===== src/rtl/lru_tracker_n_if.sv =====
// Request/grant bundle between a buffer controller and the true-LRU tracker.
// Carries touch, alloc and invalidate channels for one WAYS x SETS array.
interface lru_tracker_n_if #(
    parameter int unsigned WAYS = 4,
    parameter int unsigned SETS = 8
);
    localparam int unsigned WAY_W = $clog2(WAYS);
    localparam int unsigned SET_W = (SETS > 1) ? $clog2(SETS) : 1;

    logic             touch_vld;
    logic [SET_W-1:0] touch_set;
    logic [WAY_W-1:0] touch_way;
    logic             touch_rdy;

    logic             alloc_req;
    logic [SET_W-1:0] alloc_set;
    logic             alloc_rdy;
    logic             alloc_gnt;
    logic [WAY_W-1:0] alloc_way;

    logic             inval_vld;
    logic [SET_W-1:0] inval_set;
    logic [WAY_W-1:0] inval_way;

    modport master (
        output touch_vld, touch_set, touch_way,
        output alloc_req, alloc_set,
        output inval_vld, inval_set, inval_way,
        input  touch_rdy, alloc_rdy, alloc_gnt, alloc_way
    );

    modport slave (
        input  touch_vld, touch_set, touch_way,
        input  alloc_req, alloc_set,
        input  inval_vld, inval_set, inval_way,
        output touch_rdy, alloc_rdy, alloc_gnt, alloc_way
    );
endinterface


===== src/rtl/lru_tracker_n.sv =====
// True-LRU replacement tracker: per-set recency list plus valid bits,
// with hit promotion, invalid-first victim allocation and invalidation.
module lru_tracker_n #(
    parameter int unsigned WAYS = 4,
    parameter int unsigned SETS = 8
) (
    input  logic             clk,
    input  logic             rst_n,
    lru_tracker_n_if.slave   bus
);
    localparam int unsigned WAY_W = $clog2(WAYS);
    localparam int unsigned SET_W = (SETS > 1) ? $clog2(SETS) : 1;

    logic [WAY_W-1:0] order_q [SETS][WAYS];
    logic [WAYS-1:0]  valid_q [SETS];
    logic             alloc_gnt_q;
    logic [WAY_W-1:0] alloc_way_q;

    logic             inval_acc;
    logic             alloc_acc;
    logic             touch_acc;
    logic             upd;
    logic [SET_W-1:0] op_set;
    logic [WAY_W-1:0] op_way;
    logic [WAY_W-1:0] victim;
    logic [WAY_W-1:0] pos;
    logic             found_inv;
    logic [WAY_W-1:0] cur_order  [WAYS];
    logic [WAY_W-1:0] next_order [WAYS];
    logic [WAYS-1:0]  cur_valid;
    logic [WAYS-1:0]  next_valid;

    // Single-ported arbitration: inval over alloc over touch.
    always_comb begin
        inval_acc = bus.inval_vld;
        alloc_acc = bus.alloc_req & ~bus.inval_vld;
        touch_acc = bus.touch_vld & ~bus.inval_vld & ~bus.alloc_req;
        upd       = inval_acc | alloc_acc | touch_acc;
        op_set    = inval_acc ? bus.inval_set :
                    (alloc_acc ? bus.alloc_set : bus.touch_set);
        if (SETS == 1) begin
            op_set = '0;
        end
    end

    assign bus.alloc_rdy = ~bus.inval_vld;
    assign bus.touch_rdy = ~bus.inval_vld & ~bus.alloc_req;
    assign bus.alloc_gnt = alloc_gnt_q;
    assign bus.alloc_way = alloc_way_q;

    // Victim selection and the rotated order list for the selected set.
    always_comb begin
        cur_order  = order_q[op_set];
        cur_valid  = valid_q[op_set];
        victim     = cur_order[0];
        found_inv  = 1'b0;
        for (int unsigned i = 0; i < WAYS; i++) begin
            if (!cur_valid[i] && !found_inv) begin
                victim    = WAY_W'(i);
                found_inv = 1'b1;
            end
        end

        op_way = inval_acc ? bus.inval_way : (alloc_acc ? victim : bus.touch_way);

        pos = '0;
        for (int unsigned i = 0; i < WAYS; i++) begin
            if (cur_order[i] == op_way) begin
                pos = WAY_W'(i);
            end
        end

        next_order = cur_order;
        next_valid = cur_valid;
        if (inval_acc) begin
            // Demote to LRU: entries below the old slot move up one.
            next_order[0] = op_way;
            for (int unsigned i = 1; i < WAYS; i++) begin
                if (WAY_W'(i) <= pos) begin
                    next_order[i] = cur_order[i-1];
                end
            end
            next_valid[op_way] = 1'b0;
        end else begin
            // Promote to MRU: entries above the old slot move down one.
            for (int unsigned i = 0; i < WAYS - 1; i++) begin
                if (WAY_W'(i) >= pos) begin
                    next_order[i] = cur_order[i+1];
                end
            end
            next_order[WAYS-1] = op_way;
            next_valid[op_way] = 1'b1;
        end
    end

    always_ff @(posedge clk or negedge rst_n) begin
        if (!rst_n) begin
            for (int unsigned s = 0; s < SETS; s++) begin
                for (int unsigned w = 0; w < WAYS; w++) begin
                    order_q[s][w] <= WAY_W'(w);
                end
                valid_q[s] <= '0;
            end
            alloc_gnt_q <= 1'b0;
            alloc_way_q <= '0;
        end else begin
            if (upd) begin
                order_q[op_set] <= next_order;
                valid_q[op_set] <= next_valid;
            end
            alloc_gnt_q <= alloc_acc;
            if (alloc_acc) begin
                alloc_way_q <= victim;
            end
        end
    end
endmodule


===== src/flat_wrapper.sv =====
// flat-port wrapper written by rule: the top's interface ports become plain ports
module lru_tracker_n_flat 
#(
    parameter int unsigned WAYS = 4,
    parameter int unsigned SETS = 8
)
  (clk, rst_n, bus_touch_vld, bus_touch_set, bus_touch_way, bus_alloc_req, bus_alloc_set, bus_inval_vld, bus_inval_set, bus_inval_way, bus_touch_rdy, bus_alloc_rdy, bus_alloc_gnt, bus_alloc_way);
  lru_tracker_n_if #(.WAYS(WAYS), .SETS(SETS)) bus_i ();
  input  logic clk;
  input  logic rst_n;
  input wire logic [$bits(bus_i.touch_vld)-1:0] bus_touch_vld;
  input wire logic [$bits(bus_i.touch_set)-1:0] bus_touch_set;
  input wire logic [$bits(bus_i.touch_way)-1:0] bus_touch_way;
  input wire logic [$bits(bus_i.alloc_req)-1:0] bus_alloc_req;
  input wire logic [$bits(bus_i.alloc_set)-1:0] bus_alloc_set;
  input wire logic [$bits(bus_i.inval_vld)-1:0] bus_inval_vld;
  input wire logic [$bits(bus_i.inval_set)-1:0] bus_inval_set;
  input wire logic [$bits(bus_i.inval_way)-1:0] bus_inval_way;
  output wire logic [$bits(bus_i.touch_rdy)-1:0] bus_touch_rdy;
  output wire logic [$bits(bus_i.alloc_rdy)-1:0] bus_alloc_rdy;
  output wire logic [$bits(bus_i.alloc_gnt)-1:0] bus_alloc_gnt;
  output wire logic [$bits(bus_i.alloc_way)-1:0] bus_alloc_way;
  assign bus_i.touch_vld = bus_touch_vld;
  assign bus_i.touch_set = bus_touch_set;
  assign bus_i.touch_way = bus_touch_way;
  assign bus_i.alloc_req = bus_alloc_req;
  assign bus_i.alloc_set = bus_alloc_set;
  assign bus_i.inval_vld = bus_inval_vld;
  assign bus_i.inval_set = bus_inval_set;
  assign bus_i.inval_way = bus_inval_way;
  assign bus_touch_rdy = bus_i.touch_rdy;
  assign bus_alloc_rdy = bus_i.alloc_rdy;
  assign bus_alloc_gnt = bus_i.alloc_gnt;
  assign bus_alloc_way = bus_i.alloc_way;
  lru_tracker_n #(.WAYS(WAYS), .SETS(SETS)) u_core (.clk(clk), .rst_n(rst_n), .bus(bus_i));
endmodule

===== config.mk =====
export PLATFORM = sky130hd
export DESIGN_NAME = lru_tracker_n_flat
export DESIGN_NICKNAME = d
export VERILOG_FILES = /design/src/rtl/lru_tracker_n_if.sv /design/src/rtl/lru_tracker_n.sv /design/src/flat_wrapper.sv
export SDC_FILE = /design/constraint.sdc
export NUM_CORES = 1
export LEC_CHECK = 0
export ABC_AREA = 0
export ABC_CLOCK_PERIOD_IN_PS = 3200
export CAP_MARGIN = 30
export CORE_MARGIN = 3
export CORE_UTILIZATION = 32
export DETAILED_ROUTE_END_ITERATION = 8
export GPL_ROUTABILITY_DRIVEN = 0
export GPL_TIMING_DRIVEN = 0
export PLACE_DENSITY = 0.53
export SKIP_CTS_REPAIR_TIMING = 1
export SYNTH_ARGS = -nofsm -noshare
export SYNTH_HDL_FRONTEND = slang
export SYNTH_SLANG_ARGS = --single-unit

===== constraint.sdc =====
create_clock -name clk -period 3.2 [get_ports clk]
set_input_delay 0.8 -clock clk [delete_from_list [all_inputs] [get_ports clk]]
set_output_delay 0.8 -clock clk [all_outputs]
set_load 0.05 [all_outputs]

==> metrics, run 1 <==
total routing usage reported by global routing 17.68%; biggest area contributors in the synthesized netlist sky130_fd_sc_hd__dfrtp_1 30%, sky130_fd_sc_hd__dfstp_2 15%, sky130_fd_sc_hd__mux2_2 13%, sky130_fd_sc_hd__mux2i_1 11%, sky130_fd_sc_hd__a21oi_1 4.3%; clock network fraction of total power 16.5%; average vias per placed instance 5.581; total wire length after detailed routing 18,040 microns; PnR Total Power 0.006745 W; maximum number of pins on one net before global-route repair 55; effective utilization at floorplan 33.22%; number of unique standard cell types used by synthesis 57; cell chosen for the clock root sky130_fd_sc_hd__clkbuf_16; cell at the slowest stage of the critical path sky130_fd_sc_hd__or3_4; count of nets left with antenna violations after detail routing 0; antenna violations before repair 0; register share of total power 34.9%; cell accounting for the most synthesized area sky130_fd_sc_hd__dfrtp_1; Initial DRC Count 507; area fraction of the dominant cell type after synthesis 30.01%; failing checks setup timing; post-route clock period utilization 127.9%; via count of the first global-routing pass 4,486; critical path fanouts, max 8; total nets after synthesis 554; number of pins exceeding their max-slew limit in the final report 0; final core occ 45.66%; final hold viol count 0; buffers and inverters on the worst path 2; switching portion of total power 38.13%; fraction of final layout cells sized beyond drive strength 1 44.20%; Synth Area per Inst 10.42 sq um; clock tree from TritonCTS built; required time of the worst setup path 3440 ps; run status finished with violations; number of rows in the core area 47; end of the worst register-to-register path u_core.order_q[29]; prevailing post-synth register cell sky130_fd_sc_hd__dfrtp_1; clock latency reported for the late side of the worst-skew pair 360 ps; H-tree lvl count 3; clock-pin slew on the worst setup and hold paths 80 ps; Arrival @ worst endpoint 4340 ps; total DRC errors in the routed layout 0; share of flip-flops with an asynchronous set or reset after synthesis 100.0%; diode count 0; via count 4,738; final instance count without filler cells 849; core area 0.01682 sq mm; reg2reg setup slack -170 ps; combinational cell fraction of total power 48.7%; number of clock sinks 99; buffer depth of the longest clock path 2; switching power total 0.002571 W; Max Clock Freq 244.3 MHz; length of the first detailed-routing pass in iterations 5; min Tclk post-route 4093 ps; Die W 138.1 microns; Layout fillers 1,562; Yosys warning count 0; number of storage elements in the synthesis netlist 99; wire length of the first global-routing pass 26,280 microns; total power divided by cell area 878.4 mW/mm^2; actual transition at the worst max-transition pin 921.7 ps; I/O Buffers 19; r2r worst-path depth 11; count of placed standard cells including taps 783; cts bufs inserted 9; count of nets after finishing 642; WL/cell 21.25 microns; number of flops mapped to enable cells by yosys 0; Maximum Capacitance Violations 0; setup slack after layout -892.6 ps; Die Y-Extent 138.1 microns; area added between synthesis and finish 37.45%; element type at the critical path start input pin; category of the most critical setup path input pin to flip-flop; count of final setup violators 96; Worst VDD drop 0.0004007 V; crit path cell chain buf_12 -> mux2i_4 -> buf_6 -> mux2_4 -> o21ai_2 -> o22ai_1 -> or3_4 -> o21ai_1 -> nand4_1 -> o311a_1 -> a211oi_4 -> mux2i_2 -> a21oi_4 -> mux2_4; worst clock skew on the final layout 7.948 ps; CP top delay family multiplexers; Relative slew margins 38.49%; cells after synthesis 536; global route total overflow 0; leakage power of the design 3.189 nW; HP Class input pin to asynchronous set/reset pin; register area 0.002517 sq mm; design internal power 0.004173 W; share of synthesized area occupied by flip-flops and latches 45.06%; Total Die Area 0.01908 sq mm; area taken by multi-input logic gates 0.003588 sq mm; endpoint type of the worst setup path flip-flop; detailed placement HPWL 12,290 microns; unrepaired setup endpoints after global routing true; synthesized cell area 0.005587 sq mm; crit-path max cell delay 430 ps; count of boundary I/O pins 23; worst r2r src u_core.order_q[54]; Worst path most repeated cell sky130_fd_sc_hd__mux2_4
## cell type report
cell class              instances  area share (%)
flip-flops and latches         99           32.78
well taps                     220           3.585
plain buffers                  27           2.852
clock buffers                   9           2.933
multi-input cells             404           46.73
repair buffers                 78           9.858
clock inverters                 7          0.9940
inverters                       5          0.2607
## kinds of logic (layout without fill, tap and decap cells)
| group | count (synthesis) | after routing | synth area share, % |
|---|---|---|---|
| buffers and inverters | 33 | 126 | 3.337 |
| AO/OA/AOI/OAI | 146 | 146 | 17.47 |
| multiplexers | 127 | 127 | 24.52 |
| AND/OR/NAND/NOR | 131 | 131 | 9.608 |
| flip-flops | 99 | 99 | 45.06 |
## synthesized netlist by cell type (3+ instances only)
| master | number |
|---|---|
| sky130_fd_sc_hd__nand2b_1 | 5 |
| sky130_fd_sc_hd__or3_1 | 4 |
| sky130_fd_sc_hd__nand3_1 | 4 |
| sky130_fd_sc_hd__mux2_1 | 3 |
| sky130_fd_sc_hd__a221oi_1 | 3 |
| sky130_fd_sc_hd__mux2_2 | 63 |
| sky130_fd_sc_hd__buf_6 | 5 |
| sky130_fd_sc_hd__clkbuf_1 | 12 |
| sky130_fd_sc_hd__a211oi_1 | 7 |
| sky130_fd_sc_hd__o21a_1 | 6 |
| sky130_fd_sc_hd__nor2_1 | 64 |
| sky130_fd_sc_hd__a31oi_1 | 10 |
| sky130_fd_sc_hd__o21ai_1 | 4 |
| sky130_fd_sc_hd__a22oi_1 | 6 |
| sky130_fd_sc_hd__a21oi_1 | 48 |
| sky130_fd_sc_hd__o22ai_1 | 6 |
| sky130_fd_sc_hd__o21ai_0 | 19 |
| sky130_fd_sc_hd__dfstp_2 | 32 |
| sky130_fd_sc_hd__mux2i_1 | 59 |
| sky130_fd_sc_hd__nand2_1 | 45 |
| sky130_fd_sc_hd__buf_2 | 8 |
| sky130_fd_sc_hd__dfrtp_1 | 67 |
| sky130_fd_sc_hd__a311oi_1 | 3 |
| sky130_fd_sc_hd__inv_1 | 3 |
| sky130_fd_sc_hd__a21oi_2 | 4 |
| sky130_fd_sc_hd__o211ai_1 | 4 |
| sky130_fd_sc_hd__nor3_1 | 4 |
## worst max-delay path by stage
stage                      from                 end  slack, ps  depth (start not counted)
6_report          bus_alloc_req  u_core.order_q[29]       -890                         14
3_5_place_dp   bus_touch_set[0]  u_core.order_q[46]      -1840                         13
3_3_place_gp              rst_n  u_core.order_q[53]      -2300                          1
2_1_floorplan     bus_alloc_req  u_core.order_q[61]       -690                         14
4_1_cts        bus_alloc_set[0]  u_core.order_q[46]      -1460                         13
5_1_grt           bus_alloc_req  u_core.order_q[45]       -930                         16
## worst register-to-register path, cell delays in order, from the launching register on
cell                       delay (ps)
sky130_fd_sc_hd__dfrtp_1          410
sky130_fd_sc_hd__mux2_4           280
sky130_fd_sc_hd__o21ai_2          110
sky130_fd_sc_hd__o22ai_1           90
sky130_fd_sc_hd__or3_4            430
sky130_fd_sc_hd__o21ai_1          300
sky130_fd_sc_hd__nand4_1          180
sky130_fd_sc_hd__o311a_1          260
sky130_fd_sc_hd__a211oi_4         360
sky130_fd_sc_hd__mux2i_2          370
sky130_fd_sc_hd__a21oi_4          150
sky130_fd_sc_hd__mux2_4           320
## sequential cells by signal (all words and copies together) (netlist names)
register,count
u_core.order_q,64
u_core.valid_q,32
u_core.bus.alloc_way,2
u_core.bus.alloc_gnt,1
## placed cells by master (no fill, tap or decap), drive strengths merged, types with 2 or more instances in the layout
| master | instances |
|---|---|
| o22ai | 6 |
| a21oi | 52 |
| o311ai | 3 |
| nor2 | 64 |
| a21o | 2 |
| a311oi | 4 |
| a22oi | 7 |
| clkdlybuf4s50 | 12 |
| clkbuf | 25 |
| nor3 | 4 |
| o211ai | 4 |
| a2bb2oi | 2 |
| nor2b | 2 |
| nand3 | 4 |
| dlymetal6s2s | 4 |
| a221oi | 3 |
| o31ai | 2 |
| mux2i | 61 |
| nand2b | 5 |
| o311a | 2 |
| mux2 | 66 |
| nand2 | 45 |
| o211a | 2 |
| or3 | 4 |
| clkinv | 3 |
| o21ai | 25 |
| inv | 9 |
| a31oi | 10 |
| a211oi | 8 |
| dfstp | 32 |
| o21a | 6 |
| buf | 73 |
| dfrtp | 67 |
## per-layer routing
metal | routed length, microns | vias to the layer above | part of all wire [%] | track usage, %
met1 | 7926 | 2345 | 44 | 23.54
met5 | 0 | - | 0 | 0
met4 | 557 | 0 | 3.1 | 5.408
met2 | 8439 | 198 | 47 | 28.96
li1 | - | 2153 | - | -
met3 | 1115 | 42 | 6.2 | 3.867
## power groups by stage
stage | sequential [W] | combinational, W | clock [W]
2_1_floorplan | 0.00230 | 0.00188 | 0
3_3_place_gp | 0.00232 | 0.00241 | 0
3_5_place_dp | 0.00235 | 0.00248 | 0
4_1_cts | 0.00234 | 0.00249 | 0.00113
5_1_grt | 0.00243 | 0.00351 | 0.00118
6_report | 0.00235 | 0.00328 | 0.00111
## metrics by stage
step                      setup WS, ps  setup TNS [ps]  area, sq um  hold WS [ps]
final                           -892.6          -68940         7679         455.6
after floorplan                 -693.4          -45620         5792         479.3
after global placement           -2305         -337670         6257         464.3
after global routing            -930.5          -75850         7679         482.8
after detailed placement         -1844         -149690         6360         471.1
after CTS                        -1461         -113560         6661         467.1
(Power assumes the default switching activity.)
==> run 2, diff against run 1 <==
--- a/config.mk
+++ b/config.mk
@@ -7,5 +7,5 @@
 export LEC_CHECK = 0
 export ABC_AREA = 0
-export ABC_CLOCK_PERIOD_IN_PS = 3200
+export ABC_CLOCK_PERIOD_IN_PS = 4800
 export CAP_MARGIN = 30
 export CORE_MARGIN = 3
==> constraint.sdc (replaced) <==
create_clock -name clk -period 4.8 [get_ports clk]
set_input_delay 1.2 -clock clk [delete_from_list [all_inputs] [get_ports clk]]
set_output_delay 1.2 -clock clk [all_outputs]
set_load 0.005 [all_outputs]
==> run 2 against run 1 <==
Non-clock buffer count decreased by 41; clock skew increased by 5.4 ps; final area decreased by 13%; largest cell class unchanged; the flow now finishes without violations; largest power group unchanged; routed wire length decreased by 7.1%; sequential power decreased by 34%; register-to-register slack improved by 1600 ps.
==> metrics, run 2 (same netlist as run 1, synthesis figures left out) <==
Total Die Area 0.01908 sq mm (unchanged); worst clock skew on the final layout 13.37 ps (was 7.948 ps); r2r worst-path depth 11 (unchanged); Initial DRC Count 465 (was 507); end of the worst register-to-register path u_core.order_q[37] (was u_core.order_q[29]); core area 0.01682 sq mm (unchanged); category of the most critical setup path input pin to flip-flop (unchanged); Maximum Capacitance Violations 0 (unchanged); total power divided by cell area 586.7 mW/mm^2 (was 878.4 mW/mm^2); placed cell area 0.006161 sq mm (was 0.006360 sq mm); Die Y-Extent 138.1 microns (unchanged); total DRC errors in the routed layout 0 (unchanged); clock-pin slew on the worst setup and hold paths 60 ps (was 80 ps); number of rows in the core area 47 (unchanged); required time of the worst setup path 5030 ps (was 3440 ps); setup slack after layout 111.2 ps (was -892.6 ps); number of clock sinks 99 (unchanged); crit-path max cell delay 450 ps (was 430 ps); I/O Buffers 19 (unchanged); final core occ 39.93% (was 45.66%); Die W 138.1 microns (unchanged); PnR Total Power 0.003940 W (was 0.006745 W); Max Clock Freq 213.3 MHz; wire length on met3 795 microns (was 1115 microns); Layout fillers 1,679 (was 1,562); area added between synthesis and finish 20.22% (was 37.45%); Cells on Worst Hold Path 2; actual transition at the worst max-transition pin 746.5 ps (was 921.7 ps); Final Instance Area 0.006716 sq mm (was 0.007679 sq mm); final hold viol count 0 (unchanged); max FFs per register 64 (unchanged); reg2reg setup slack 1470 ps (was -170 ps); via count 4,468 (was 4,738); buffer depth of the longest clock path 2 (unchanged); global route total overflow 0 (unchanged); total routing usage reported by global routing 17.31% (was 17.68%); count of boundary I/O pins 23 (unchanged); critical path fanouts, max 10 (was 8); maximum number of pins on one net before global-route repair 65 (was 55); Post-Route M1 WL 7511 microns (was 7926 microns); min Tclk post-route 4689 ps; Arrival @ worst endpoint 4920 ps (was 4340 ps); antenna violations before repair 0 (unchanged); buffers and inverters on the worst path 3 (was 2); total wire length after detailed routing 16,770 microns (was 18,040 microns); CP top delay family compound AO/OA/AOI/OAI gates (was multiplexers); diode count 0 (unchanged); Hold Path Sink u_core.bus.alloc_way[0]; clock tree from TritonCTS built (unchanged); uppermost layer routed met4 (unchanged); cell chosen for the clock root sky130_fd_sc_hd__clkbuf_16 (unchanged); cts bufs inserted 9 (unchanged); run status completed (was finished with violations); length of the first detailed-routing pass in iterations 5 (unchanged); Relative slew margins 50.23% (was 38.49%); count of final setup violators 0 (was 96); post-route clock period utilization 97.68%; largest register by flop count u_core.order_q (unchanged); detailed placement HPWL 12,000 microns (was 12,290 microns); average vias per placed instance 5.530 (was 5.581); element type at the critical path start input pin (unchanged); area taken by multi-input logic gates 0.003073 sq mm (was 0.003588 sq mm); leakage power of the design 2.679 nW (was 3.189 nW); commonest non-fill, non-tap cell in the layout sky130_fd_sc_hd__dfrtp_1 (unchanged); WL/cell 20.75 microns (was 21.25 microns); count of nets after finishing 601 (was 642); clock latency reported for the late side of the worst-skew pair 360 ps (about the same); register area 0.002517 sq mm (unchanged); fraction of final layout cells sized beyond drive strength 1 31.80% (was 44.20%); wire length of the first global-routing pass 25,820 microns (was 26,280 microns); number of pins exceeding their max-slew limit in the final report 0 (unchanged); H-tree lvl count 3 (unchanged); count of nets left with antenna violations after detail routing 0 (unchanged); effective utilization at floorplan 33.22% (unchanged); crit path cell chain clkdlybuf4s50_1 -> mux2i_4 -> buf_6 -> buf_6 -> mux2i_1 -> mux2i_1 -> o22ai_2 -> or3_4 -> a311oi_4 -> a2bb2oi_1 -> a21boi_4 -> a211oi_4 -> mux2i_2 -> a21oi_2 -> mux2_2 (was buf_12 -> mux2i_4 -> buf_6 -> mux2_4 -> o21ai_2 -> o22ai_1 -> or3_4 -> o21ai_1 -> nand4_1 -> o311a_1 -> a211oi_4 -> mux2i_2 -> a21oi_4 -> mux2_4); cell at the slowest stage of the critical path sky130_fd_sc_hd__clkdlybuf4s50_1 (was sky130_fd_sc_hd__or3_4); worst setup timing slack at the placement stage -899.8 ps (was -1844 ps); HP Class flip-flop to flip-flop (was input pin to asynchronous set/reset pin); unrepaired setup endpoints after global routing true (unchanged); commonest cells after routing, fill and taps aside 67 x sky130_fd_sc_hd__dfrtp_1, 63 x sky130_fd_sc_hd__mux2_2, 59 x sky130_fd_sc_hd__nor2_1, 56 x sky130_fd_sc_hd__mux2i_1, 45 x sky130_fd_sc_hd__a21oi_1 (was 67 x sky130_fd_sc_hd__dfrtp_1, 54 x sky130_fd_sc_hd__nor2_1, 50 x sky130_fd_sc_hd__mux2i_1, 42 x sky130_fd_sc_hd__mux2_4); endpoint type of the worst setup path flip-flop (unchanged); met2 WL 7842 microns (was 8439 microns); worst r2r src u_core.order_q[62] (was u_core.order_q[54]); via count of the first global-routing pass 4,462 (was 4,486); critical hold path startpoint u_core.bus.alloc_way[0]; Worst VDD drop 0.0002309 V (was 0.0004007 V)
-- run 2: power breakdown --
group | total (W) | switching (W) | leakage (nW) | internal, W
Sequential | 0.00156 | 0.000235 | 1.08 | 0.00132
Clock | 0.000773 | 0.000317 | 0.151 | 0.000456
Combinational | 0.00161 | 0.000867 | 1.45 | 0.000745
-- run 2: cell type report --
type | count | area share (%)
timing repair buffer | 36 | 5.197
clock inverter | 5 | 1.155
buffer | 28 | 2.571
sequential | 99 | 37.48
inverter | 5 | 0.2794
tap | 220 | 4.098
clock buffer | 11 | 3.465
multi-input combinational | 404 | 45.75
-- run 2: worst min-delay path, cell delays in order, from the launching register on --
cell and delay (ps):
sky130_fd_sc_hd__dfrtp_1 360, sky130_fd_sc_hd__nand2_1 50, sky130_fd_sc_hd__nand2_1 50
-- run 2: worst max path at each step --
stage	start	to	slack, ps	cells after the start
final	bus_alloc_set[0]	u_core.order_q[37]	110	15
after floorplan	bus_alloc_req	u_core.order_q[58]	480	14
after CTS	bus_alloc_set[2]	u_core.order_q[57]	-520	13
after detailed placement	bus_alloc_set[2]	u_core.order_q[0]	-900	12
after global routing	bus_touch_set[0]	u_core.order_q[61]	-40	15
after global placement	rst_n	u_core.order_q[50]	-1070	1
-- run 2: routing by layer --
metal / track usage (%) / vias to the layer above
li1: - / 2066
met1: 23.72 / 2227
met2: 26.82 / 141
met3: 2.970 / 34
met4: 8.008 / 0
met5: 0 / -
-- run 2: through the flow --
step,TNS (ps),hold WS (ps),cells
final,0,497.9,808
after global routing,-364.7,522.0,808
after CTS,-20350,496.3,801
after detailed placement,-54780,482.8,785
after global placement,-128820,479.7,775
after floorplan,0,471.1,536
